### src/rtl/pc_fetch_unit.sv
// pc_fetch_unit
// Instruction-fetch front end of the single-cycle RISC core. Holds the program
// counter, computes PC+4, selects between PC+4 and a branch target, issues word
// fetches to instruction memory over a valid/ready handshake, and presents each
// fetched instruction with its PC to the downstream decode/datapath stage.
//
// Parameters:
//   XLEN      address/instruction width (only 32 is supported)
//   RESET_PC  word-aligned PC loaded on reset
//
// Ports:
//   clk            in   rising-edge clock
//   rst_n          in   asynchronous active-low reset
//   stall          in   hold PC and suppress new fetch requests
//   branch_taken   in   redirect request this cycle
//   branch_target  in   redirect address
//   imem_req       out  fetch request valid (combinational with stall)
//   imem_addr      out  fetch address (= PC)
//   imem_ready     in   memory accepts the request and returns data this cycle
//   imem_rdata     in   instruction word, valid on imem_req && imem_ready
//   instr          out  last accepted instruction
//   instr_pc       out  PC of instr
//   instr_valid    out  one-cycle pulse: new instr present
//   pc_plus4       out  PC+4, modulo 2^XLEN
//   misalign       out  sticky misaligned-target flag (PC_MISALIGN_TRAP_EN only)
//
// Optional feature macro: PC_MISALIGN_TRAP_EN
//   Defined: a branch to a non-word-aligned target leaves the PC untouched,
//   raises the sticky misalign flag and parks the unit in HALT until reset.
//   Undefined: no misalign port, no HALT state, target low bits are cleared.

module pc_fetch_unit #(
    parameter int              XLEN     = 32,
    parameter logic [XLEN-1:0] RESET_PC = '0
) (
    input  logic            clk,
    input  logic            rst_n,
    input  logic            stall,
    input  logic            branch_taken,
    input  logic [XLEN-1:0] branch_target,
    output logic            imem_req,
    output logic [XLEN-1:0] imem_addr,
    input  logic            imem_ready,
    input  logic [XLEN-1:0] imem_rdata,
    output logic [XLEN-1:0] instr,
    output logic [XLEN-1:0] instr_pc,
    output logic            instr_valid,
    output logic [XLEN-1:0] pc_plus4
`ifdef PC_MISALIGN_TRAP_EN
    ,
    output logic            misalign
`endif
);

    localparam logic [XLEN-1:0] NOP = XLEN'(32'h0000_0013);

`ifdef PC_MISALIGN_TRAP_EN
    typedef enum logic [1:0] {IDLE, FETCH, HALT} state_t;
`else
    typedef enum logic [0:0] {IDLE, FETCH} state_t;
`endif

    state_t          state, state_next;
    logic [XLEN-1:0] pc, pc_next;
    logic [XLEN-1:0] instr_next, instr_pc_next;
    logic            instr_valid_next;
    logic            handshake;
    logic            branch_load;
    logic [XLEN-1:0] target_aligned;
`ifdef PC_MISALIGN_TRAP_EN
    logic            branch_trap;
    logic            misalign_next;
`endif

    assign imem_addr      = pc;
    assign pc_plus4       = pc + XLEN'(4);
    assign imem_req       = (state == FETCH) && !stall;
    assign handshake      = imem_req && imem_ready;
    // Masking the whole vector keeps every target bit in use even though the
    // low two bits never reach the PC.
    assign target_aligned = branch_target & ~XLEN'(3);

`ifdef PC_MISALIGN_TRAP_EN
    assign branch_trap = branch_taken && (branch_target[1:0] != 2'b00);
    assign branch_load = branch_taken && !branch_trap;
`else
    assign branch_load = branch_taken;
`endif

    // State, PC and instruction registers; reset drops any in-flight word.
    always_ff @(posedge clk or negedge rst_n) begin
        if (!rst_n) begin
            state       <= IDLE;
            pc          <= RESET_PC;
            instr       <= NOP;
            instr_pc    <= RESET_PC;
            instr_valid <= 1'b0;
`ifdef PC_MISALIGN_TRAP_EN
            misalign    <= 1'b0;
`endif
        end else begin
            state       <= state_next;
            pc          <= pc_next;
            instr       <= instr_next;
            instr_pc    <= instr_pc_next;
            instr_valid <= instr_valid_next;
`ifdef PC_MISALIGN_TRAP_EN
            misalign    <= misalign_next;
`endif
        end
    end

    // Next-state logic. A branch wins over both stall and a same-cycle
    // handshake; the word returned in that cycle is simply not captured.
    always_comb begin
        state_next       = state;
        pc_next          = pc;
        instr_next       = instr;
        instr_pc_next    = instr_pc;
        instr_valid_next = 1'b0;
`ifdef PC_MISALIGN_TRAP_EN
        misalign_next    = misalign;
`endif
        case (state)
            IDLE: begin
                state_next = FETCH;
                if (branch_load) begin
                    pc_next = target_aligned;
                end
`ifdef PC_MISALIGN_TRAP_EN
                if (branch_trap) begin
                    state_next    = HALT;
                    misalign_next = 1'b1;
                end
`endif
            end
            FETCH: begin
                if (branch_load) begin
                    pc_next = target_aligned;
`ifdef PC_MISALIGN_TRAP_EN
                end else if (branch_trap) begin
                    state_next    = HALT;
                    misalign_next = 1'b1;
`endif
                end else if (handshake) begin
                    instr_next       = imem_rdata;
                    instr_pc_next    = pc;
                    instr_valid_next = 1'b1;
                    pc_next          = pc_plus4;
                end
            end
            default: begin
                state_next = state;
            end
        endcase
    end

endmodule

### config.mk
export PLATFORM = sky130hd
export DESIGN_NAME = pc_fetch_unit
export DESIGN_NICKNAME = d
export VERILOG_FILES = /design/src/rtl/pc_fetch_unit.sv
export SDC_FILE = /design/constraint.sdc
export NUM_CORES = 1
export LEC_CHECK = 0
export ABC_AREA = 0
export CAP_MARGIN = 20
export CORE_MARGIN = 10
export CORE_UTILIZATION = 43
export DETAILED_ROUTE_END_ITERATION = 7
export HOLD_SLACK_MARGIN = 0.06
export PLACE_DENSITY = 0.91
export RECOVER_POWER = 25
export SLEW_MARGIN = 15
export SYNTH_ARGS = -nofsm -noshare
export SYNTH_HDL_FRONTEND = slang
export SYNTH_SLANG_ARGS = --single-unit
### constraint.sdc
create_clock -name clk -period 2.65 [get_ports clk]
set_input_delay 0.53 -clock clk [delete_from_list [all_inputs] [get_ports clk]]
set_output_delay 0.53 -clock clk [all_outputs]
set_load 0.01 [all_outputs]
---- Word-level counts from Yosys, hierarchy flattened ----
Cells that the tools add are included.
storage, ports and cells
  word-level logic and storage cells ...... 22
  register bits after elaboration ......... 98
cells by class
  equal/unequal tests ..................... 2
  mux-type cells .......................... 7
  reduce and logical (&&, ||, !) cells .... 5
  bitwise gates (word level) .............. 2
  $add $sub $neg .......................... 1
operator list
  cell                                            number
  two-way mux 32 bit                              3
  one-hot mux 32 bit (2 select lines)             1
  adder 32 x 3 -> 32 bit (second input constant)  1
  two-way mux 1 bit                               3
  != test 3 x 2 -> 1 bit (second input constant)  1
  AND reduction 3 bit                             1
  logical AND 1 bit                               2
  != test 2 bit (second input constant)           1
  NOT 1 bit                                       2
  AND reduction 2 bit                             1
  logical NOT 1 bit                               1

---- Longest topological paths before layout ----
Gate-level depths: netlist of run 1.
  word-level depth ........................ 6
  mapped depth ............................ 7
  mapped depth without buffers ............ 6

---- Least setup slack after synthesis of run 1 ----
No wires, ideal clock.
  kind .................................... flip-flop to output port
  from .................................... register pc[5] (netlist: imem_addr[5])
  to ...................................... output port pc_plus4[29]
  data arrival time ....................... 1.728 ns
  path slack .............................. 0.392 ns
  data required time ...................... 2.120 ns
  path buffers ............................ 1
  stages on the path, launching flop included .. 7
  cell sequence ........................... dfrtp_1 buf_2 nand4_4 nor4_4 nand2_1 nor3_1 xor2_1
between the ends
  longest elaborated chain between the ends .. 1
RTL lines
  element                 line  source
  start, declared         64    logic [XLEN-1:0] pc, pc_next;
  start signal, assigned  103   pc <= pc_next;
  adder 32 x 3 -> 32 bit  76    assign pc_plus4 = pc + XLEN'(4);
  end, declared           48    output logic [XLEN-1:0] pc_plus4
No other way between the ends.

---- Worst setup path in the final report of run 1 ----
  from .................................... register pc[20] (netlist: imem_addr[20])
  to ...................................... output port pc_plus4[30]
Same word-level chain as after synthesis.

==> summary.txt, run 1 <==
Run status
  • Status: finished with violations
  • Failing checks: negative setup slack

Logic synthesis
  • Leading cell types by count after synthesis: dfrtp_1, mux2_2, nand2_1, nor2_1, xnor2_1
  • Synth unique cells: 52
  • Synth top area share: a little under half
  • Sequential fraction of the synthesis area: between 40 and 50%
  • FF+latch count, synth: 94
  • Cell count after synthesis: 436
  • Largest cells by area after synthesis: dfrtp_1, mux2_2, xnor2_1
  • Ys flop type: dfrtp_1
  • Synth Warn #: 0
  • Mean area per synthesized cell: around 11 µm²
  • EDFF count, synth: 0
  • Async set-reset flop share out of synthesis: 100%
  • Count leader, synth: dfrtp_1
  • Dominant cell type by area after synthesis: dfrtp_1
  • Area of the mapped netlist: between 0.004 and 0.005 mm²

Global route
  • Antenna violations before repair: 0
  • Tot GR Track Use: 20.6%
  • Pin count of the biggest net entering global routing: between 50 and 60
  • GR Overflow Total: 0
  • First-pass GRT wire length: 26.2 mm
  • Vias in the first global route: between 4000 and 5000

Timing
  • Max_slew headroom: 15.0%
  • Fin crit period: between 2 and 3 ns
  • Peak Freq: between 300 and 400 MHz
  • Final Hold Viols: 0
  • Final hold slack: between 0.3 and 0.4 ns
  • Unrepaired setup endpoints after global routing: true
  • # setup viols final: 1
  • Final worst slack: -0.00982 ns
  • Max-slew violation count: 0
  • Tcrit/Tclk final: 100%
  • Slew @ Worst Pin: 1.28 ns
  • Clock skew: ~0.0088 ns

Die
  • Full die area: about 0.016 mm²
  • Die W: roughly 130 µm
  • Vert. Die Dim: 125 µm
  • Rows: 38
  • Initial Util: ~44%
  • Core Region: about 0.011 mm²
  • IO Count: 199

Routing
  • Initial drt markers: 298
  • Post-DRT Antenna Nets: 0
  • DRT Wirelength: around 16 mm
  • DR WL/cell: about 20 µm
  • Via density: 5.42
  • Drt drc: 0
  • DR vias: between 4000 and 5000
  • Drt first pass iters: 5

Critical path
  • CP Launch Type: register
  • Crit. Startpoint: imem_addr[20]
  • Required time worst endpoint: 2.12 ns
  • Reg2reg path depth: 6
  • Crit Reg-Reg Startpoint: imem_addr[4]
  • Largest delay contributor family on the critical path: simple AND/OR/NAND/NOR gates
  • CP Buf/Inv Count: 2
  • Critical Path Sink Type: output pin
  • CP Cell Sequence: nand3_1 > buf_4 > nor4_1 > nand2_1 > xnor2_2 > clkbuf_2
  • Worst R2R Setup Slack: between 0.6 and 0.7 ns
  • Worst Path Max Fanout: 5
  • Arr. time, crit path: 2.13 ns
  • Critical path type: register to output pin
  • Reg2reg end: imem_addr[29]
  • CP max stage cell: nor4_1
  • Largest stage delay, worst path: about 0.46 ns

Clocking
  • CTS root buf: clkbuf_8
  • Worst-path clk slew: about 0.090 ns
  • H-tree depth: 3
  • CTS Buf Count: 9
  • CTS Buffer Depth: 2
  • CTS tree: done
  • Clock Latency Late Sink: between 0.3 and 0.4 ns
  • Clk sinks: 94
  • Hold bufs inserted after CTS: 0

Cells and area
  • Util after Layout: 68.4%
  • Final nets: about 740
  • Fill cell count: 790
  • Antenna Cells: 0
  • Layout cells sized above 1: roughly 28%
  • Area grow syn2layout: 55.9%
  • Multi-input logic area: about 0.0023 mm²
  • FF+latch area: roughly 0.0024 mm²

Run
  • MaxCap Viol Count: 0

Pwr
  • Tot Pwr: between 4 and 5 mW
  • Max VDD drop: 0.000343 V
  • Power per cell area: about 650 mW/mm²
  • LEAKAGE: 3.09 nW

Placement
  • Dpl hpwl: between 10 and 15 mm
  • IO Port Bufs: 190
  • Routability cong.: 0.881

Hold path
  • Hold Path Class: input port to asynchronous set/reset pin
registers in the layout (all words and copies together) (netlist names):
register	flops
imem_addr	30
instr	32
instr_pc	30
instr_valid	1
state	1
cells by family (layout without fill, tap and decap cells):
logic type	Yosys count	in the layout	synth area share, %
simple gates	138	138	16.1
fa+ha+maj	1	1	0.263
mux	65	65	15.3
flops	94	94	49.5
other cells	2	7	0.158
compound gates	64	64	8.68
buf+inv	39	270	3.89
xor+xnor	33	33	6.07
through the flow:
stage | worst slack [ns] | TNS [ns] | cells | cell area [µm²]
2_1_floorplan | 0.392 | 0 | 441 | 4780
3_3_place_gp | 0.00933 | 0 | 787 | 7110
3_5_place_dp | -0.0244 | -0.0249 | 787 | 7110
4_1_cts | 0.00912 | 0 | 809 | 7420
5_1_grt | -0.135 | -0.241 | 812 | 7420
6_report | -0.00982 | -0.00982 | 812 | 7420
worst register-to-register path, delay by kind of cell, from the launching register on:
family                 cells  cell delay, ns
AND/OR/NAND/NOR            3            0.86
flip-flops                 1            0.44
multiplexers               1            0.25
buffers and inverters      1            0.20
XOR/XNOR                   1            0.16
metal layers:
layer | track usage [%] | routed length, µm
met3 | 5.75 | 1320
met2 | 36.5 | 8590
met4 | 7.52 | 353
met1 | 23.1 | 6210
met5 | 0 | 0
cell usage in the layout, fill, tap and decap left out, drive strengths merged, types with 8 or more instances in the layout:
master,count
xnor2,23
mux2,63
buf,64
and3,8
dlygate4sd2,8
a21oi,15
o21ai,15
clkbuf,22
dfrtp,91
xor2,10
clkdlybuf4s50,163
nor2,26
nand2,38
nor3,13
nand4,11
nand3,17
timing repair:
action	4_1_cts	5_1_grt
gates resized for setup	54	34
setup endpoints to repair	24	20
pin swaps	5	7
setup buffers	6	3
where the power goes:
group / leakage (nW) / switching, mW / internal (mW)
clock: 0.119 / 0.530 / 0.622
combinational: 1.87 / 0.747 / 1.01
sequential: 1.10 / 0.176 / 1.73
total: 3.09 / 1.45 / 3.36
worst max path at each step:
stage / endpoint / cells past startpoint
2_1_floorplan: pc_plus4[29] / 6
3_3_place_gp: pc_plus4[28] / 7
3_5_place_dp: pc_plus4[28] / 7
4_1_cts: pc_plus4[30] / 7
5_1_grt: pc_plus4[30] / 6
6_report: pc_plus4[30] / 6
final cells by class:
cell class	instances	share of cell area, %
sequential	94	31.8
multi-input combinational	308	31.6
timing repair buffer	251	30.9
tap	140	2.36
clock buffer	9	1.67
clock inverter	7	1.52
inverter	3	0.152
Note: power is estimated with default switching activity, not from simulation.
==> inputs of run 2 (changes only) <==
--- a/config.mk
+++ b/config.mk
@@ -5,13 +5,14 @@
 export SDC_FILE = /design/constraint.sdc
 export NUM_CORES = 1
 export LEC_CHECK = 0
-export ABC_AREA = 0
+export ABC_AREA = 1
 export CAP_MARGIN = 20
+export CORE_ASPECT_RATIO = 0.9
 export CORE_MARGIN = 10
 export CORE_UTILIZATION = 43
 export DETAILED_ROUTE_END_ITERATION = 7
 export HOLD_SLACK_MARGIN = 0.06
-export PLACE_DENSITY = 0.91
+export PLACE_DENSITY = 0.9
 export RECOVER_POWER = 25
 export SLEW_MARGIN = 15
 export SYNTH_ARGS = -nofsm -noshare
==> run 2 against run 1 <==
Against the previous run: the run ends with max-capacitance violations, max-slew violations left; clock skew down 0.0050 ns; sequential power about the same; worst hold slack better by 0.13 ns; clock power up 23%; fmax up 3.7%; flip-flop and latch count unchanged; via count up 3.2%; critical path depth unchanged; global-route usage down 0.26 points; synthesized cell count up 31%.
==> summary.txt, run 2 <==
Run status
  • Status: finished with violations
  • Failing checks: max-capacitance violations, max-slew violations

Routing
  • DR vias: 4545 (+3.2%)
  • Drt drc: 0 (unchanged)
  • Drt first pass iters: 4 (-1)
  • DRT Wirelength: 16.3 mm (-1.2%)
  • Via density: 4.91 (-9.4%)
  • DR WL/cell: 17.6 µm (-13%)
  • Post-DRT Antenna Nets: 0 (unchanged)
  • Initial drt markers: 417 (+40%)

Die
  • Die W: 131 µm (+5.0%)
  • Core Region: 0.0109 mm² (+0.55%)
  • Initial Util: 44.1% (+0.22 points)
  • Rows: 36 (-5.3%)
  • IO Count: 199 (unchanged)
  • Full die area: 0.0158 mm² (+0.92%)
  • Vert. Die Dim: 120 µm (-3.9%)

Clocking
  • Clk sinks: 94 (unchanged)
  • CTS root buf: clkbuf_16
  • CTS Buf Count: 9 (unchanged)
  • Worst-path clk slew: 0.06 ns (-0.03 ns)
  • H-tree depth: 3 (unchanged)
  • CTS tree: done
  • CTS Buffer Depth: 2 (unchanged)
  • Hold bufs inserted after CTS: 0 (unchanged)
  • Clock Latency Late Sink: 0.34 ns (-0.04 ns)

Logic synthesis
  • EDFF count, synth: 0 (unchanged)
  • Mean area per synthesized cell: 8.44 µm² (-23%)
  • Area of the mapped netlist: 0.00481 mm² (+1.1%)
  • Leading cell types by count after synthesis: nand2_1, dfrtp_1, nor2_1, inv_1, mux2_1
  • Sequential fraction of the synthesis area: 49.0% (-0.52 points)
  • Synth unique cells: 31 (-40%)
  • Cell count after synthesis: 570 (+31%)
  • FF+latch count, synth: 94 (unchanged)
  • Dominant cell type by area after synthesis: dfrtp_1
  • Synth top area share: 47.3% (-0.50 points)
  • Count leader, synth: nand2_1
  • Ys flop type: dfrtp_1
  • Synth Warn #: 0 (unchanged)
  • Async set-reset flop share out of synthesis: 100% (unchanged)
  • Largest cells by area after synthesis: dfrtp_1, nand2_1, mux2_1

Global route
  • First-pass GRT wire length: 26.1 mm (-0.55%)
  • Antenna violations before repair: 0 (unchanged)
  • Tot GR Track Use: 20.4% (-0.26 points)
  • Vias in the first global route: 4759 (+0.32%)
  • GR Overflow Total: 0 (unchanged)
  • Pin count of the biggest net entering global routing: 61 (+17%)

Timing
  • Max_slew headroom: -30.6% (-46 points)
  • Final worst slack: 0.0859 ns (+0.0957 ns)
  • Final Hold Viols: 0 (unchanged)
  • Max-slew violation count: 35 (+35)
  • # setup viols final: 0 (-1)
  • Unrepaired setup endpoints after global routing: false
  • Clock skew: 0.00373 ns (-0.00504 ns)
  • Fin crit period: 2.56 ns (-0.0957 ns)
  • Tcrit/Tclk final: 96.8% (-3.6 points)
  • Setup TNS: 0 ns (+0.00982 ns)
  • Slew @ Worst Pin: 1.96 ns (+0.683 ns)
  • Peak Freq: 390 MHz (+3.7%)

Pwr
  • Power per cell area: 679 mW/mm² (+4.7%)
  • LEAKAGE: 3.36 nW (+8.5%)
  • Max VDD drop: 0.000419 V (+22%)

Critical path
  • Worst Path Max Fanout: 4 (-1)
  • Arr. time, crit path: 2.03 ns (-0.10 ns)
  • Reg2reg path depth: 7 (+1)
  • Critical path type: register to output pin
  • CP Launch Type: register
  • Critical Path Sink Type: output pin
  • Required time worst endpoint: 2.12 ns (about the same)

Cells and area
  • Area grow syn2layout: 52.0%
  • Fin area: 0.00731 mm² (-1.5%)
  • Max reg flops: 32 (unchanged)
  • Layout cells sized above 1: 12.4% (-16 points)
  • Most frequent cells in the layout: clkdlybuf4s50_1, nand2_1, dfrtp_1
  • Largest reg by FF count: instr
  • Commonest non-fill, non-tap cell in the layout: clkdlybuf4s50_1
  • Final nets: 838 (+14%)
  • Antenna Cells: 0 (unchanged)
  • Util after Layout: 67.1% (-1.4 points)

Placement
  • DP Worst Slack: 0.214 ns (+0.239 ns)
  • Routability cong.: 0.908 (+3.0%)
  • Placed inst area: 0.00688 mm² (-3.3%)
  • Dpl hpwl: 12.4 mm (+0.29%)
  • IO Port Bufs: 190 (unchanged)

Hold path
  • Hold Path Cell Cnt: 1
  • Hold Path Class: register to register

Run
  • MaxCap Viol Count: 1 (+1)
## run 2: cell types whose count changed after synthesis, moves of 9 or more
cell / change
inv_1: +37
mux2_1: +31
nor2_1: +46
nand3_1: +13
o21ai_1: +17
inv_2: +14
mux2_2: -60
nand2_1: +106
nor3_1: -10
nand4_1: -9
a21oi_1: +13
xnor2_1: -23
clkbuf_1: -12
## run 2: area by class of cell
class | instances | area (µm²)
Multi-Input combinational cell | 402 | 2170
Clock inverter | 6 | 83.8
Tap cell | 152 | 190
Inverter | 54 | 203
Clock buffer | 10 | 239
Timing Repair Buffer | 207 | 2060
Fill cell | 888 | 3590
Sequential cell | 94 | 2360
## run 2: metal layers
metal	share of wire (%)	GRT usage (%)	vias up
met5	0	0	-
li1	-	-	2206
met3	7.0	5.17	31
met4	2.8	7.85	0
met1	42	24.8	2117
met2	48	34.2	191
## run 2: logic make-up after synthesis
kind of cell / Yosys count / synth area share (%)
XOR/XNOR: 7 / 1.27
flip-flops: 94 / 49.0
other: 2 / 0.156
buffers and inverters: 79 / 7.23
AO/OA/AOI/OAI: 77 / 8.45
adder cells (fa/ha/maj): 1 / 0.260
AND/OR/NAND/NOR: 276 / 25.7
multiplexers: 34 / 7.96
## run 2: through the flow
| step | hold WS, ns | std cells | total power [mW] |
|---|---|---|---|
| after floorplan | 0.234 | 575 | 2.55 |
| after global placement | 0.465 | 899 | 3.54 |
| final | 0.485 | 925 | 4.96 |
| after global routing | 0.502 | 925 | 5.22 |
| after detailed placement | 0.474 | 899 | 3.59 |
| after CTS | 0.152 | 920 | 4.99 |
## run 2: worst max-delay path: stages, from the launching register on
cell and delay (ns):
dfrtp_1 0.37, buf_4 0.14, nand2_2 0.06, nor2_4 0.20
nand2_4 0.12, xor2_1 0.21, clkdlybuf4s50_1 0.60
## run 2: power breakdown
group / leakage [nW] / internal, mW / switching, mW / total, mW
combinational: 2.10 / 0.868 / 0.766 / 1.63
sequential: 1.09 / 1.72 / 0.202 / 1.92
clock: 0.163 / 0.851 / 0.556 / 1.41
total: 3.36 / 3.44 / 1.52 / 4.96
## run 2: worst paths after layout
path / startpoint / to / slack, ns
max: imem_addr[3] / pc_plus4[9] / 0.09
min: instr[20] / instr[20] / 0.49
max reg2reg: state / imem_addr[15] / 0.90
min reg2reg: instr[20] / instr[20] / 0.49
max in group asynchronous: rst_n / imem_addr[13] / 0.65
min in group asynchronous: rst_n / instr[16] / 0.73
## run 2: repair_timing
action | in CTS | in global routing
setup endpoints to repair | 23 | 8
resized for setup | 30 | 13
setup buffers | 5 | 5
pin swaps | 5 | 2
gates cloned | 0 | 0
